===== config.mk =====
export PLATFORM = sky130hd
export DESIGN_NAME = lcd_rx_monitor
export DESIGN_NICKNAME = d
export VERILOG_FILES = /design/src/rtl/lcd_rx_monitor.sv
export SDC_FILE = /design/constraint.sdc
export NUM_CORES = 1
export LEC_CHECK = 0
export ABC_AREA = 1
export BUFFER_PORTS_ARGS = -buffer_cell sky130_fd_sc_hd__buf_2
export CORE_ASPECT_RATIO = 0.7
export CORE_MARGIN = 2
export CORE_UTILIZATION = 53
export DETAILED_ROUTE_END_ITERATION = 12
export PLACE_DENSITY = 0.87
export SYNTH_ARGS = -nofsm -noshare
export SYNTH_HDL_FRONTEND = slang
export SYNTH_SLANG_ARGS = --single-unit

===== constraint.sdc =====
create_clock -name clk -period 2.09 [get_ports clk]
set_input_delay 0.3135 -clock clk [delete_from_list [all_inputs] [get_ports clk]]
set_output_delay 0.3135 -clock clk [all_outputs]
set_load 0.01 [all_outputs]

===== src/rtl/lcd_rx_monitor.sv =====
// lcd_rx_monitor: receive side of the 4-bit character-LCD write bus.
// It synchronizes the bus, qualifies E strobes and tracks the 8-bit/4-bit
// power-on handshake. Nibbles are assembled into bytes, and the command
// subset is decoded. An 8-slot DDRAM image is kept as 5-bit character codes.
//
// Handshake: the bus has no valid/ready pair. A byte or nibble is "valid"
// on a qualified E falling edge (E high >= MIN_E_HIGH synced cycles, R/W'=0).
// The monitor is always ready, and the sender must space strobes >= 4 clk apart.
module lcd_rx_monitor #(
    parameter int MIN_E_HIGH  = 4,
    parameter int NIB_TIMEOUT = 1000
) (
    input  logic        clk,
    input  logic        rst_n,
    input  logic [3:0]  lcd_data,
    input  logic [2:0]  lcd_ctrl,
    output logic [39:0] frame,
    output logic        frame_valid,
    output logic        display_on,
    output logic        four_bit,
    output logic        err,
    output logic        o_dbg_phase
);

    localparam int EW = $clog2(MIN_E_HIGH + 1);
    localparam int TW = $clog2(NIB_TIMEOUT + 1);

    typedef enum logic {PH_HIGH = 1'b0, PH_LOW = 1'b1} phase_t;

    // synchronizer, edge detect and hold registers
    logic [3:0]    r_data_s1, r_data_s2;
    logic [2:0]    r_ctrl_s1, r_ctrl_s2;
    logic          r_e_prev;
    logic [EW-1:0] r_e_cnt;
    logic [3:0]    r_hold_data;
    logic          r_hold_dc;
    logic          r_hold_rw;

    // protocol state
    phase_t        r_phase, w_phase_nx;
    logic          r_four_bit, w_four_bit_nx;
    logic [3:0]    r_hi_nib, w_hi_nib_nx;
    logic          r_hi_dc, w_hi_dc_nx;
    logic [TW-1:0] r_to_cnt, w_to_cnt_nx;
    logic [6:0]    r_addr, w_addr_nx;
    logic          r_inc, w_inc_nx;
    logic          r_disp, w_disp_nx;
    logic [39:0]   r_frame, w_frame_nx;
    logic          r_fv, w_fv_nx;
    logic          r_err, w_err_nx;

    logic          w_strobe;
    logic          w_to_expire;
    logic          w_commit;
    logic [7:0]    w_byte;
    logic          w_byte_dc;
    logic [5:0]    w_map;

    // Map an ASCII byte back to its 5-bit code; bit 5 flags an unmappable value.
    function automatic logic [5:0] f_map(input logic [7:0] c);
        logic [5:0] m;
        m = {1'b1, 5'd31};
        if (c >= 8'h30 && c <= 8'h39) begin
            m = {2'b00, c[3:0]};
        end else if (c >= 8'h41 && c <= 8'h46) begin
            m = {1'b0, 5'({1'b0, c[3:0]} + 5'd9)};
        end else begin
            case (c)
                8'h2E:        m = {1'b0, 5'd16};
                8'h3A:        m = {1'b0, 5'd17};
                8'h2B:        m = {1'b0, 5'd18};
                8'h2D:        m = {1'b0, 5'd19};
                8'h2A:        m = {1'b0, 5'd20};
                8'h2F:        m = {1'b0, 5'd21};
                8'h28:        m = {1'b0, 5'd22};
                8'h29:        m = {1'b0, 5'd23};
                8'h3C:        m = {1'b0, 5'd24};
                8'h3E:        m = {1'b0, 5'd25};
                8'h6D:        m = {1'b0, 5'd26};
                8'h53:        m = {1'b0, 5'd27};
                8'hE4:        m = {1'b0, 5'd28};
                8'hF4:        m = {1'b0, 5'd29};
                8'h3D:        m = {1'b0, 5'd30};
                8'hFE, 8'h20: m = {1'b0, 5'd31};
                default:      m = {1'b1, 5'd31};
            endcase
        end
        return m;
    endfunction

    // Two-stage sync of the bus, E-high width counter and hold registers.
    always_ff @(posedge clk) begin
        if (!rst_n) begin
            r_data_s1   <= '0;
            r_data_s2   <= '0;
            r_ctrl_s1   <= '0;
            r_ctrl_s2   <= '0;
            r_e_prev    <= 1'b0;
            r_e_cnt     <= '0;
            r_hold_data <= '0;
            r_hold_dc   <= 1'b0;
            r_hold_rw   <= 1'b0;
        end else begin
            r_data_s1 <= lcd_data;
            r_data_s2 <= r_data_s1;
            r_ctrl_s1 <= lcd_ctrl;
            r_ctrl_s2 <= r_ctrl_s1;
            r_e_prev  <= r_ctrl_s2[2];
            if (r_ctrl_s2[2]) begin
                if (r_e_cnt != EW'(MIN_E_HIGH)) begin
                    r_e_cnt <= r_e_cnt + EW'(1);
                end
                r_hold_data <= r_data_s2;
                r_hold_dc   <= r_ctrl_s2[1];
                r_hold_rw   <= r_ctrl_s2[0];
            end else begin
                r_e_cnt <= '0;
            end
        end
    end

    assign w_strobe    = !r_ctrl_s2[2] && r_e_prev &&
                         (r_e_cnt >= EW'(MIN_E_HIGH)) && !r_hold_rw;
    assign w_to_expire = (r_phase == PH_LOW) && (r_to_cnt == TW'(NIB_TIMEOUT - 1));

    // In 4-bit mode the byte pairs the stored high nibble with the held low one.
    assign w_byte    = r_four_bit ? {r_hi_nib, r_hold_data} : {r_hold_data, 4'h0};
    assign w_byte_dc = r_four_bit ? r_hi_dc : r_hold_dc;
    assign w_map     = f_map(w_byte);

    // Phase FSM, nibble assembly, command decode and DDRAM write.
    always_comb begin
        w_phase_nx    = r_phase;
        w_four_bit_nx = r_four_bit;
        w_hi_nib_nx   = r_hi_nib;
        w_hi_dc_nx    = r_hi_dc;
        w_to_cnt_nx   = (r_phase == PH_LOW) ? r_to_cnt + TW'(1) : r_to_cnt;
        w_addr_nx     = r_addr;
        w_inc_nx      = r_inc;
        w_disp_nx     = r_disp;
        w_frame_nx    = r_frame;
        w_fv_nx       = 1'b0;
        w_err_nx      = 1'b0;
        w_commit      = 1'b0;

        if (!r_four_bit) begin
            // 8-bit mode: every strobe is a whole command; data is dropped
            if (w_strobe && !r_hold_dc) begin
                w_commit = 1'b1;
            end
        end else if (r_phase == PH_HIGH || w_to_expire) begin
            if (w_to_expire) begin
                w_phase_nx = PH_HIGH;
                w_err_nx   = 1'b1;
            end
            // a strobe coinciding with expiry starts a fresh byte
            if (w_strobe) begin
                w_hi_nib_nx = r_hold_data;
                w_hi_dc_nx  = r_hold_dc;
                w_phase_nx  = PH_LOW;
                w_to_cnt_nx = '0;
            end
        end else if (w_strobe) begin
            w_commit   = 1'b1;
            w_phase_nx = PH_HIGH;
        end

        if (w_commit && !w_byte_dc) begin
            casez (w_byte)
                8'b1???????: w_addr_nx = w_byte[6:0];
                8'b01??????: ;
                8'b001?????: begin
                    if (w_byte[4]) begin
                        w_four_bit_nx = 1'b0;
                        w_phase_nx    = PH_HIGH;
                    end else if (!r_four_bit) begin
                        w_four_bit_nx = 1'b1;
                        w_phase_nx    = PH_HIGH;
                    end
                end
                8'b0001????: ;
                8'b00001???: w_disp_nx = w_byte[2];
                8'b000001??: w_inc_nx = w_byte[1];
                8'b0000001?: w_addr_nx = 7'd0;
                8'b00000001: begin
                    w_frame_nx = '1;
                    w_addr_nx  = 7'd0;
                    w_inc_nx   = 1'b1;
                end
                default: ;
            endcase
        end else if (w_commit && w_byte_dc) begin
            if (r_addr[6:3] == 4'd0) begin
                for (int k = 0; k < 8; k++) begin
                    if (r_addr[2:0] == 3'(k)) begin
                        w_frame_nx[39-5*k -: 5] = w_map[4:0];
                    end
                end
            end
            w_err_nx  = w_map[5];
            w_fv_nx   = (r_addr == 7'd7);
            w_addr_nx = r_inc ? r_addr + 7'd1 : r_addr - 7'd1;
        end
    end

    // Protocol state register.
    always_ff @(posedge clk) begin
        if (!rst_n) begin
            r_phase    <= PH_HIGH;
            r_four_bit <= 1'b0;
            r_hi_nib   <= '0;
            r_hi_dc    <= 1'b0;
            r_to_cnt   <= '0;
            r_addr     <= '0;
            r_inc      <= 1'b1;
            r_disp     <= 1'b0;
            r_frame    <= '1;
            r_fv       <= 1'b0;
            r_err      <= 1'b0;
        end else begin
            r_phase    <= w_phase_nx;
            r_four_bit <= w_four_bit_nx;
            r_hi_nib   <= w_hi_nib_nx;
            r_hi_dc    <= w_hi_dc_nx;
            r_to_cnt   <= w_to_cnt_nx;
            r_addr     <= w_addr_nx;
            r_inc      <= w_inc_nx;
            r_disp     <= w_disp_nx;
            r_frame    <= w_frame_nx;
            r_fv       <= w_fv_nx;
            r_err      <= w_err_nx;
        end
    end

    assign frame       = r_frame;
    assign frame_valid = r_fv;
    assign display_on  = r_disp;
    assign four_bit    = r_four_bit;
    assign err         = r_err;
    assign o_dbg_phase = (r_phase == PH_LOW);

endmodule


Yosys cells after proc, flatten, opt, wreduce, memory -nomap -nowiden:

Index checks and enable logic that the tools add are counted.

* flip-flop bits (word level): 92
* bits of input ports: 9
* output and inout port bits: 45

* $add $sub $neg: 5
* $lt $le $gt $ge: 5
* equality and inequality tests: 34
* muxes and demuxes: 45
* bitwise gates (word level): 3
* reductions and logical operators: 44

Operator list (count)
* 40-bit 2-to-1 mux: 4
* 8-bit by 6-bit equality test with 1-bit output (second input constant): 12
* 6-bit case mux with 16 select lines: 1
* 10-bit 2-to-1 mux: 4
* 5-bit 2-to-1 mux: 8
* 4-bit AND reduction: 8
* 8-bit equality test (second input constant): 3
* 2-bit nonzero test: 11
* 7-bit 2-to-1 mux: 3
* 1-bit 2-to-1 mux: 20
* 8-bit by 7-bit equality test with 1-bit output (second input constant): 2
* 7-bit case mux with 2 select lines: 1
* 3-bit equality test (second input constant): 4
* 6-bit 2-to-1 mux: 2
* 10-bit by 1-bit adder with 10-bit output (second input constant): 1
* 10-bit equality test (second input constant): 1
* 2-bit AND reduction: 5
* 1-bit logical AND: 9
* 8-bit by 1-bit equality test with 1-bit output (second input constant): 1
* 8-bit by 6-bit greater-or-equal comparator with 1-bit output (second input constant): 1
* 8-bit by 7-bit greater-or-equal comparator with 1-bit output (second input constant): 1
* 8-bit by 6-bit less-or-equal comparator with 1-bit output (second input constant): 1
* 8-bit by 7-bit less-or-equal comparator with 1-bit output (second input constant): 1
* 8-bit 2-to-1 mux: 1
* 22 further kinds: 31

Depth between registers and ports, before layout:

Gate-level depths: netlist of the first run.

* depth after elaboration: 11
* depth in mapped cells: 17

Least setup slack after synthesis of the first run:

OpenSTA, ideal clock, no wires.

* path kind: flip-flop to flip-flop
* start: register r_four_bit (netlist: four_bit)
* end: register r_frame[31] (netlist: frame[31])
* library setup time: 0.115 ns
* arrival: 1.949 ns
* data required time: 1.975 ns
* slack: 0.026 ns
* stages on the path, launching flop included: 13
* path buffers: 2
* period minus slack after synthesis: 2.064 ns
* cell sequence: dfxtp_1 buf_6 buf_6 nand2_1 ha_1 nor3_1 nor2_4 nand2_2 nor2_1 nor2_1 nand2_4 nand2_1 nand2_1

* cells in the longest elaborated chain, start to end: 10
* elaborated cells between the ends (all ways): 44
* those cells by class: 1 x add/sub; 4 x order compare; 19 x eq/ne; 10 x mux; 10 x reduce/logical

RTL lines
* start, declared: RTL line 41 `logic r_four_bit, w_four_bit_nx;`
* start signal, assigned: RTL line 222 `r_four_bit <= w_four_bit_nx;`
* 8-bit 2-to-1 mux: RTL line 127 `assign w_byte = r_four_bit ? {r_hi_nib, r_hold_data} : {r_hold_data, 4'h0};`
* 8-bit equality test / 8-bit by 6-bit equality test with 1-bit output (equally long branches): RTL line 68 `case (c)`
* 2-bit OR reduction: RTL line 68
* 6-bit case mux with 16 select lines: RTL line 68
* 6-bit 2-to-1 mux: RTL line 65 `end else if (c >= 8'h41 && c <= 8'h46) begin`
* 6-bit 2-to-1 mux: RTL line 63 `if (c >= 8'h30 && c <= 8'h39) begin`
* 5-bit 2-to-1 mux: RTL line 195 `if (r_addr[2:0] == 3'(k)) begin`
* 40-bit 2-to-1 mux: RTL line 193 `if (r_addr[6:3] == 4'd0) begin`
* 40-bit 2-to-1 mux: RTL line 192 `end else if (w_commit && w_byte_dc) begin`
* 40-bit 2-to-1 mux: RTL line 168 `if (w_commit && !w_byte_dc) begin`
* end signal, assigned: RTL line 229 `r_frame <= w_frame_nx;`
* end, declared: RTL line 48 `logic [39:0] r_frame, w_frame_nx;`

Several ways; a longest one is shown, not always the timed one. The select of a mux whose other input is x is not followed.
A chain may end at the register's enable or synchronous reset.

Worst setup path after layout of the first run:

* start: register r_four_bit (netlist: four_bit)
* end: register r_frame[15] (netlist: frame[15])

Same word-level chain as after synthesis.

==> results of run 1 <==
## cell families after synthesis
logic type,Yosys count
flops,92
xor+xnor,10
fa+ha+maj,14
compound gates,96
simple gates,348
buf+inv,91
mux,1
## per-layer routing
metal / global-route usage, % / share of wire (%) / vias up
li1: - / - / 2252
met2: 41.40 / 46 / 264
met4: 8.118 / 2.8 / 0
met3: 6.173 / 8.5 / 45
met1: 34.97 / 43 / 2125
met5: 0 / 0 / -
## critical path: stages (launching register included)
cell and delay [ns]:
dfxtp_4 0.36, buf_8 0.15, buf_4 0.13, nand2_2 0.13
buf_4 0.15, nor2_1 0.06, a21oi_2 0.19, o2111ai_4 0.18
o21ai_2 0.16, inv_1 0.06, nand2_2 0.08, nand2_4 0.10
nand2_1 0.12, nand2_1 0.07
## flip-flops by register name (all words and copies together) (netlist names), 3 cells and up
register / cells
r_hold_data: 4
r_e_cnt: 3
r_data_s1: 4
r_hi_nib: 4
frame: 40
r_addr: 7
r_ctrl_s2: 3
r_data_s2: 4
r_to_cnt: 10
r_ctrl_s1: 3
## stage by stage
step	setup TNS [ns]	setup WS, ns
6_report	0	0.01227
5_1_grt	-1.951	-0.1145
4_1_cts	0	0.02799
3_5_place_dp	-0.07288	-0.02664
3_3_place_gp	0	0.03329
2_1_floorplan	0	0.02570
## worst max path at each step
stage | to | slack, ns | start
2_1_floorplan | frame[31]$_SDFFE_PN1P_ | 0.03 | four_bit$_SDFFE_PN0P_
3_3_place_gp | frame[35]$_SDFFE_PN1P_ | 0.03 | four_bit$_SDFFE_PN0P_
3_5_place_dp | frame[35]$_SDFFE_PN1P_ | -0.03 | four_bit$_SDFFE_PN0P_
4_1_cts | frame[11]$_SDFFE_PN1P_ | 0.03 | r_to_cnt[0]$_SDFF_PN0_
5_1_grt | frame[15]$_SDFFE_PN1P_ | -0.11 | four_bit$_SDFFE_PN0P_
6_report | frame[15]$_SDFFE_PN1P_ | 0.01 | four_bit$_SDFFE_PN0P_
## what timing repair did
item	4_1_cts	5_1_grt
resized for setup	3	66
setup buffers	7	10
setup endpoints to repair	24	48
gates cloned	0	0
pin swaps	1	10
## cell usage in the layout, fill, tap and decap left out, drive strengths merged, types with 4 or more instances in the layout
cell and instances:
o21ai 37, nor2 54, buf 90, clkbuf 10, ha 13, dfxtp 92
inv 76, nor3 10, nand4 4, or2 4, a21oi 54, xor2 7
nand3 56, nand2 216
## area by class of cell
class	instances	area (µm²)	share of cell area [%]
multi-input cells	469	2681	45.64
clock inverters	6	72.57	1.235
clock buffers	10	229.0	3.898
well taps	120	150.1	2.556
repair buffers	90	608.1	10.35
flip-flops and latches	92	1848	31.46
inverters	74	285.3	4.856
## report_power, final
part	switching [mW]	internal, mW
logic	0.121	0.0544
clock network	0.721	0.940
registers	0.0102	1.77
total	0.852	2.77
==> key figures, run 1 <==
Outcome
  • Outcome: finished, final reports clean

GRT
  • Overflow after GRT: 0
  • First-pass GRT wire length: between 15000 and 20000 µm
  • Vias in the first global route: about 4000
  • Initial antenna violation count: 0
  • Largest net degree at the start of global routing: 48
  • GRT Overall Usage: 25.87%

Yosys
  • Number of synthesized flops with an enable pin: 0
  • Synth Area in Simple Gates: ~36%
  • Distinct cell type count after synthesis: 39
  • Multiplexer area fraction after synthesis: less than 1%
  • Ys Warns: 0
  • Synth Area in Compound Gates: approximately 11%
  • Async set-reset flop share out of synthesis: 0%
  • Top cell type by total area after synthesis: dfxtp_1
  • Post-Syn Area per Cell: around 7.2 µm²
  • Seq/Total Area, Yosys: 39.18%
  • Top cells by area, synth: dfxtp_1 (39%), nand2_1 (15%), a21oi_1 (5.6%), nand3_1 (4.8%), inv_1 (4.6%)
  • Post-synthesis xor/xnor area fraction: roughly 1.9%
  • Fraction of the mapped netlist area in adder cells: roughly 4%
  • Dominant cell by count in the synthesized netlist: nand2_1
  • Netlist Area Pre-Place: 4701 µm²
  • Largest family of logic cells by synthesized area: simple AND/OR/NAND/NOR gates
  • Post-Syn Instances: roughly 650
  • Syn_nets: approximately 680
  • Top_reg_cell synth: dfxtp_1
  • Synth top cells by count: nand2_1 (194), dfxtp_1 (92), inv_1 (58)
  • Share of the synthesized area in the top cell type: 39.18%
  • Yosys reg bits: 92

Finish
  • Non-filler cells, final: between 800 and 900
  • Layout Nets: roughly 760
  • Final instance area: around 6000 µm²
  • P&R area growth vs syn: 24.97%
  • Share of layout cells above drive strength 1: between 20 and 30%
  • # diodes: 0
  • Fill cell count: about 630
  • Final core utilization: approximately 70%

STA
  • Clock skew: ~0.012 ns
  • Hold Fails Final Rpt: 0
  • RSZ-0062 raised after global routing: true
  • Max_slew headroom: between 10% and 20%
  • Worst slew pin tran: roughly 1.3 ns
  • Setup Viol. Count Final: 0
  • Period utilization: between 90% and 100%
  • Final Max Slew Viols: 0
  • Tmin final: between 2 and 2.5 ns
  • Achievable frequency: approximately 480 MHz
  • Hold_ws: 0.1614 ns

Route
  • Total length of routed wires: between 10000 and 15000 µm
  • Residual DRC count: 0
  • Initial DRC count: ~420
  • Wire length per cell: around 15 µm
  • Drt via density: around 5.4
  • DR pass1 iterations: 7
  • Via count: 4686
  • Post-DRT Antenna Nets: 0

CTS
  • H-Tree Level Count: 3
  • Clock Sinks: between 90 and 100
  • Clk buf depth: 2
  • Total CTS buffers: 9
  • CTS tree: yes
  • Worst-skew pair later-pin latency: 0.34 ns
  • Reg clk slew, reported paths: 0.07 ns
  • Post-CTS Hold Buffers: 0
  • Root Buffer: clkbuf_16

Worst setup path
  • Crit Path Max Fanout: 11
  • R2R Path End: frame[15]$_SDFFE_PN1P_
  • FF-to-FF setup slack: between 0.01 and 0.015 ns
  • Reg2reg path depth: 13
  • Worst setup EP type: register
  • Critical Path RT: between 2 and 2.5 ns
  • Reg2reg start: four_bit$_SDFFE_PN0P_
  • Data arrival, critical path: ~2.3 ns
  • Startpoint Class: register
  • Setup CP Type: register to register

Pwr
  • Pwr per Cell Area: between 600 and 700 nW/µm²
  • Leakage: ~2.6 nW
  • Peak VDD IR: ~430 µV
  • Design Power: approximately 3.6 mW

Min path
  • Hold Startpoint: lcd_data[2]
  • Worst Hold End: r_data_s1[2]$_SDFF_PN0_
  • Worst hold path stage count: 3
  • Hold Path Class: input port to register

Floorplanning
  • FP Rows: 28
  • Core Region: about 8500 µm²
  • Die area: 9651 µm²
  • Die Height: about 83 µm
  • Starting Density: around 55%
  • Die width: roughly 120 µm
  • Total I/O pin count: 54

Placed design
  • Post-DP HPWL: 8497 µm
  • DP Cell Count: between 800 and 900
  • Port bufs: 53
  • Placed Area: just over 5000 µm²
  • Routability Congestion: 0.8995

Flow run
  • Max-cap violations: 0
Power figures use the tool's default switching activity.
==> run 2, diff against run 1 <==
CORE_UTILIZATION = 58   (was 53)
PLACE_DENSITY = 0.9   (was 0.87)
clock period = 2.2 ns   (was 2.09 ns; I/O delays follow)
==> key figures, run 2 (same netlist as run 1, synthesis figures left out) <==
Outcome
  • Outcome: complete, but fails checks
  • Failing checks: negative setup slack

Worst setup path
  • Worst setup EP type: register
  • Reg2reg path depth: 12 (-1)
  • Crit path cell chain: buf_6, inv_4, nand2_1, nand2_2, nor2_8, nand2_2, nor2_4, nand2_2, nand2_1, nand3_4, nand2_1, nand3_1
  • Setup CP Type: register to register
  • Crit-path slowest cell: dfxtp_4
  • Startpoint Class: register
  • Critical Path RT: 2.39 ns (+0.08 ns)
  • Reg2reg start: four_bit$_SDFFE_PN0P_
  • Crit Path Max Fanout: 12 (+1)
  • Slowest Stage Delay on Critical Path: 0.39 ns (+0.03 ns)
  • FF-to-FF setup slack: -0.02 ns (-0.03 ns)
  • R2R Path End: frame[29]$_SDFFE_PN1P_
  • Data arrival, critical path: 2.41 ns (+0.11 ns)

Pwr
  • Design Power: 3.578 mW (-1.1%)
  • Peak VDD IR: 438.6 µV (+1.6%)
  • Leakage: 2.556 nW (-3.0%)
  • Pwr per Cell Area: 638.4 nW/µm² (+3.7%)

Finish
  • Layout Nets: 744 (-2.0%)
  • # diodes: 0 (unchanged)
  • Share of layout cells above drive strength 1: 23.55% (-5.9 points)
  • Commonest non-fill, non-tap cell in the layout: nand2_1
  • Fill cell count: 531 (-15%)
  • Most frequent cells in the layout: nand2_1 (193), dfxtp_1 (90), inv_1 (58), buf_2 (53)
  • Max reg flops: 40 (unchanged)
  • P&R area growth vs syn: 19.24%

Route
  • Wire length per cell: 16.34 µm (+7.1%)
  • DR pass1 iterations: 5 (-2)
  • Residual DRC count: 0 (unchanged)
  • Initial DRC count: 577 (+38%)
  • Via count: 4816 (+2.8%)
  • Total length of routed wires: 13510 µm (+2.9%)
  • Drt via density: 5.823 (+7.0%)
  • Post-DRT Antenna Nets: 0 (unchanged)

Floorplanning
  • Core Region: 7871 µm² (-7.9%)
  • Die Height: 79.32 µm (-4.2%)
  • Total I/O pin count: 54 (unchanged)
  • FP Rows: 27 (-3.6%)
  • Starting Density: 59.72% (+4.7 points)
  • Die area: 8852 µm² (-8.3%)
  • Die width: 111.6 µm (-4.3%)

STA
  • Period utilization: 100.8% (+1.4 points)
  • Tmin final: 2.218 ns (+0.1404 ns)
  • RSZ-0062 raised after global routing: true
  • Max_slew headroom: 13.40% (+0.037 points)
  • Achievable frequency: 450.8 MHz (-6.3%)
  • Worst slew pin tran: 1.297 ns (-0.0005582 ns)
  • Final Max Slew Viols: 0 (unchanged)
  • Setup Viol. Count Final: 1 (+1)
  • Clock skew: 0.006450 ns (-0.005601 ns)
  • Hold Fails Final Rpt: 0 (unchanged)
  • Final Worst Setup Slack: -0.01812 ns (-0.03039 ns)
  • Hold_ws: 0.1685 ns (+0.007099 ns)

Flow run
  • Max-cap violations: 0 (unchanged)

GRT
  • Overflow after GRT: 0 (unchanged)
  • GRT Overall Usage: 28.56% (+2.7 points)
  • First-pass GRT wire length: 20290 µm (+4.3%)
  • Largest net degree at the start of global routing: 48 (unchanged)
  • Initial antenna violation count: 0 (unchanged)
  • Vias in the first global route: 4298 (+5.9%)

CTS
  • Worst-skew pair later-pin latency: 0.35 ns (about the same)
  • Clk buf depth: 2 (unchanged)
  • CTS tree: yes
  • Reg clk slew, reported paths: 0.07 ns (about the same)
  • Total CTS buffers: 9 (unchanged)
  • Post-CTS Hold Buffers: 0 (unchanged)
  • Clock Sinks: 92 (unchanged)
  • H-Tree Level Count: 3 (unchanged)
  • Root Buffer: clkbuf_16

Min path
  • Worst Hold End: r_ctrl_s1[0]$_SDFF_PN0_
  • Hold Path Class: input port to register
  • Worst hold path stage count: 3 (unchanged)
  • Hold Startpoint: lcd_ctrl[0]

Placed design
  • Post-DP HPWL: 8683 µm (+2.2%)
  • Routability Congestion: 0.9371 (+4.2%)
  • Port bufs: 53 (unchanged)
-- run 2: changes by cell type in the layout (fill, tap and decap cells not counted), sizes merged --
cell / before / now
buf: 90 / 75
bufinv: 1 / 2
clkinv: 0 / 2
clkinvlp: 3 / 0
-- run 2: final cells by class --
type                       instances  area (µm²)  share of cell area (%)
tap                              101       126.4                   2.254
sequential                        92        1847                   32.95
clock buffer                      10       239.0                   4.263
multi-input combinational        469        2555                   45.58
timing repair buffer              75       459.2                   8.192
inverter                          74       285.3                   5.089
clock inverter                     6       93.84                   1.674
-- run 2: repair_timing --
action                     4_1_cts  5_1_grt
setup buffers                    0        7
setup endpoints to repair       16       49
gates resized for setup          2       24
pin swaps                        0        3
-- run 2: metrics by stage --
stage	util (%)	std cells	worst slack [ns]	instance area (µm²)	TNS (ns)
3_5_place_dp	64.93	804	-0.02866	5111	-0.09956
6_report	71.21	827	-0.01812	5605	-0.01812
5_1_grt	71.21	827	-0.07607	5605	-0.3660
3_3_place_gp	64.93	804	0.06529	5111	0
4_1_cts	69.27	820	0.0007139	5453	0
2_1_floorplan	-	652	0.1357	4701	0
-- run 2: worst max-delay path by stage --
stage / start / end / slack, ns / cells after the start
finish: four_bit$_SDFFE_PN0P_ / frame[29]$_SDFFE_PN1P_ / -0.02 / 12
global route: r_hold_data[3]$_SDFFE_PN0P_ / frame[36]$_SDFFE_PN1P_ / -0.08 / 13
CTS: four_bit$_SDFFE_PN0P_ / frame[26]$_SDFFE_PN1P_ / 0.0007 / 13
detailed placement: r_to_cnt[1]$_SDFF_PN0_ / frame[17]$_SDFFE_PN1P_ / -0.03 / 12
global placement: r_to_cnt[0]$_SDFF_PN0_ / frame[7]$_SDFFE_PN1P_ / 0.07 / 12
floorplan: four_bit$_SDFFE_PN0P_ / frame[31]$_SDFFE_PN1P_ / 0.14 / 12
-- run 2: layer usage --
layer | global-route usage [%] | vias to the layer above | share of wire, %
met2 | 44.82 | 317 | 45
met5 | 0 | - | 0
li1 | - | 2224 | -
met4 | 13.33 | 0 | 3.9
met3 | 5.954 | 65 | 10
met1 | 38.13 | 2210 | 41
-- run 2: power breakdown --
part	total (mW)	internal [mW]	switching [mW]	leakage (nW)
combinational	0.152	0.0423	0.109	1.64
sequential	1.69	1.68	0.0114	0.748
clock	1.73	1.04	0.694	0.165
total	3.58	2.76	0.815	2.56
-- run 2: worst max-delay path: cells and delay by family (launching register included) --
kind / cells / cell delay, ns
and+or+nand+nor: 10 / 1.40
DFF: 1 / 0.39
buffers and inverters: 2 / 0.26
==> run 3, diff against run 2 <==
--- a/config.mk
+++ b/config.mk
@@ -14,2 +14,3 @@
 export PLACE_DENSITY = 0.9
+export SETUP_SLACK_MARGIN = 0.15
 export SYNTH_ARGS = -nofsm -noshare
--- a/constraint.sdc
+++ b/constraint.sdc
@@ -3,2 +3,2 @@
 set_output_delay 0.33 -clock clk [all_outputs]
-set_load 0.01 [all_outputs]
+set_load 0.1 [all_outputs]
==> key figures, run 3 (same netlist as run 1, synthesis figures left out) <==
Outcome
  • Outcome: complete, but fails checks
  • Failing checks: negative setup slack

Min path
  • Hold Path Class: input port to register
  • Worst Hold End: r_data_s1[2]$_SDFF_PN0_
  • Hold Startpoint: lcd_data[2]
  • Worst hold path stage count: 3 (unchanged)

GRT
  • Initial antenna violation count: 0 (unchanged)
  • GRT Overall Usage: 28.09% (-0.48 points)
  • Largest net degree at the start of global routing: 48 (unchanged)
  • Overflow after GRT: 0 (unchanged)
  • Vias in the first global route: 4276 (-0.51%)
  • First-pass GRT wire length: 20190 µm (-0.48%)

Worst setup path
  • Reg2reg start: four_bit$_SDFFE_PN0P_
  • Startpoint Class: register
  • Worst setup EP type: register
  • Setup CP Type: register to register
  • FF-to-FF setup slack: -0.003 ns (+0.02 ns)
  • Data arrival, critical path: 2.48 ns (+0.07 ns)
  • R2R Path End: frame[29]$_SDFFE_PN1P_
  • Reg2reg path depth: 11 (-1)
  • Crit Path Max Fanout: 13 (+1)
  • Critical Path RT: 2.48 ns (+0.09 ns)

Floorplanning
  • Die Height: 79.32 µm (unchanged)
  • Die width: 111.6 µm (unchanged)
  • Core Region: 7871 µm² (unchanged)
  • FP Rows: 27 (unchanged)
  • Total I/O pin count: 54 (unchanged)
  • Starting Density: 59.72% (unchanged)
  • Die area: 8852 µm² (unchanged)

Route
  • Total length of routed wires: 16130 µm (+19%)
  • Drt via density: 6.171 (+6.0%)
  • Residual DRC count: 0 (unchanged)
  • Post-DRT Antenna Nets: 0 (unchanged)
  • DR pass1 iterations: 9 (+4)
  • Wire length per cell: 19.18 µm (+17%)
  • Via count: 5190 (+7.8%)
  • Initial DRC count: 723 (+25%)

Flow run
  • Max-cap violations: 0 (unchanged)

Finish
  • P&R area growth vs syn: 30.80%
  • Fill cell count: 448 (-16%)
  • Share of layout cells above drive strength 1: 35.41% (+12 points)
  • # diodes: 0 (unchanged)
  • Non-filler cells, final: 841 (+1.7%)
  • Commonest non-fill, non-tap cell in the layout: nand2_1
  • Layout Nets: 758 (+1.9%)
  • Max reg flops: 40 (unchanged)
  • Most frequent cells in the layout: nand2_1 (158), dfxtp_1 (83), inv_1 (54), buf_2 (53)
  • Final instance area: 6148 µm² (+9.7%)

CTS
  • Root Buffer: clkbuf_16
  • Clk buf depth: 2 (unchanged)
  • H-Tree Level Count: 3 (unchanged)
  • CTS tree: yes
  • Total CTS buffers: 9 (unchanged)
  • Reg clk slew, reported paths: 0.07 ns (about the same)
  • Worst-skew pair later-pin latency: 0.34 ns (about the same)
  • Clock Sinks: 92 (unchanged)

Placed design
  • Setup WS pre-CTS: 0.1119 ns (+0.1405 ns)
  • Placed Area: 5107 µm² (about the same)
  • Port bufs: 53 (unchanged)
  • DP Cell Count: 795 (-1.1%)
  • Routability Congestion: 0.9845 (+5.1%)
  • Post-DP HPWL: 8281 µm (-4.6%)

STA
  • Hold Fails Final Rpt: 0 (unchanged)
  • RSZ-0062 raised after global routing: true
  • Max_slew headroom: 5.565% (-7.8 points)
  • Final Worst Setup Slack: -0.002840 ns (+0.01528 ns)
  • Worst slew pin tran: 1.415 ns (+0.1175 ns)
  • Setup TNS: -0.002840 ns (+0.01528 ns)
  • Achievable frequency: 454.0 MHz (+0.69%)
  • Tmin final: 2.203 ns (-0.01528 ns)
  • Setup Viol. Count Final: 1 (unchanged)
  • Final Max Slew Viols: 0 (unchanged)
  • Clock skew: 0.006644 ns (+0.0001935 ns)
  • Period utilization: 100.1% (-0.69 points)

Pwr
  • Leakage: 2.750 nW (+7.6%)
  • Peak VDD IR: 500.1 µV (+14%)
  • Pwr per Cell Area: 553.6 nW/µm² (-13%)
## run 3: changes by cell type in the layout (fill, tap and decap cells not counted), sizes merged
cell	change
clkbuf	-1
nand2	+1
bufinv	-2
inv	+2
clkinvlp	+1
buf	+13
## run 3: worst max-delay path, stage by stage (launching register included)
cell and delay [ns]:
dfxtp_4 0.53, buf_6 0.19, buf_4 0.11, nand3_2 0.09
a21oi_4 0.24, buf_6 0.16, nand2_8 0.09, nand2_1 0.20
nand3_4 0.17, inv_2 0.17, nand2_1 0.08, nand3_1 0.09
## run 3: power by group
part / leakage, nW / switching (mW) / internal (mW) / total [mW]
sequential: 0.750 / 0.0158 / 1.68 / 1.70
clock: 0.143 / 0.726 / 0.798 / 1.52
combinational: 1.86 / 0.127 / 0.0554 / 0.182
## run 3: final cells by class
cell class | count | area, µm² | area share [%]
Timing Repair Buffer | 88 | 584.3 | 9.503
Clock inverter | 7 | 68.82 | 1.119
Multi-Input combinational cell | 470 | 2985 | 48.56
Inverter | 74 | 302.8 | 4.925
Tap cell | 101 | 126.4 | 2.055
Clock buffer | 9 | 225.2 | 3.663
Sequential cell | 92 | 1856 | 30.18
## run 3: what timing repair did
action / 4_1_cts / 5_1_grt
pin swaps: 3 / 24
buffers inserted: 6 / 23
setup endpoints to repair: 34 / 50
hold buffers: 0 / 0
gates resized for setup: 11 / 120
gates cloned: 0 / 1
## run 3: stage by stage
stage	util, %	power, mW	hold slack, ns
floorplan	-	1.828	0.3905
global placement	64.89	1.862	0.3916
detailed placement	64.89	1.866	0.4007
CTS	70.00	3.348	0.1556
global route	78.11	3.481	0.1718
finish	78.11	3.404	0.1599
## run 3: worst max path at each step
stage	slack, ns	cells past startpoint	to	start
CTS	0.16	12	r_addr[5]$_SDFFE_PN0P_	r_inc$_SDFFE_PN1P_
global route	-0.05	13	frame[29]$_SDFFE_PN1P_	four_bit$_SDFFE_PN0P_
finish	-0.003	11	frame[29]$_SDFFE_PN1P_	four_bit$_SDFFE_PN0P_
global placement	0.19	11	r_addr[0]$_SDFFE_PN0P_	r_to_cnt[0]$_SDFF_PN0_
floorplan	0.15	8	frame[0]$_SDFFE_PN1P_	o_dbg_phase$_SDFF_PN0_
detailed placement	0.11	11	r_addr[0]$_SDFFE_PN0P_	r_to_cnt[0]$_SDFF_PN0_
## run 3: layer usage
| layer | wire length (µm) | GRT usage [%] | up-vias |
|---|---|---|---|
| met5 | 0 | 0 | - |
| met4 | 1191 | 9.506 | 0 |
| met3 | 1850 | 6.107 | 143 |
| met2 | 7177 | 46.89 | 427 |
| met1 | 5910 | 36.50 | 2370 |
| li1 | - | - | 2250 |
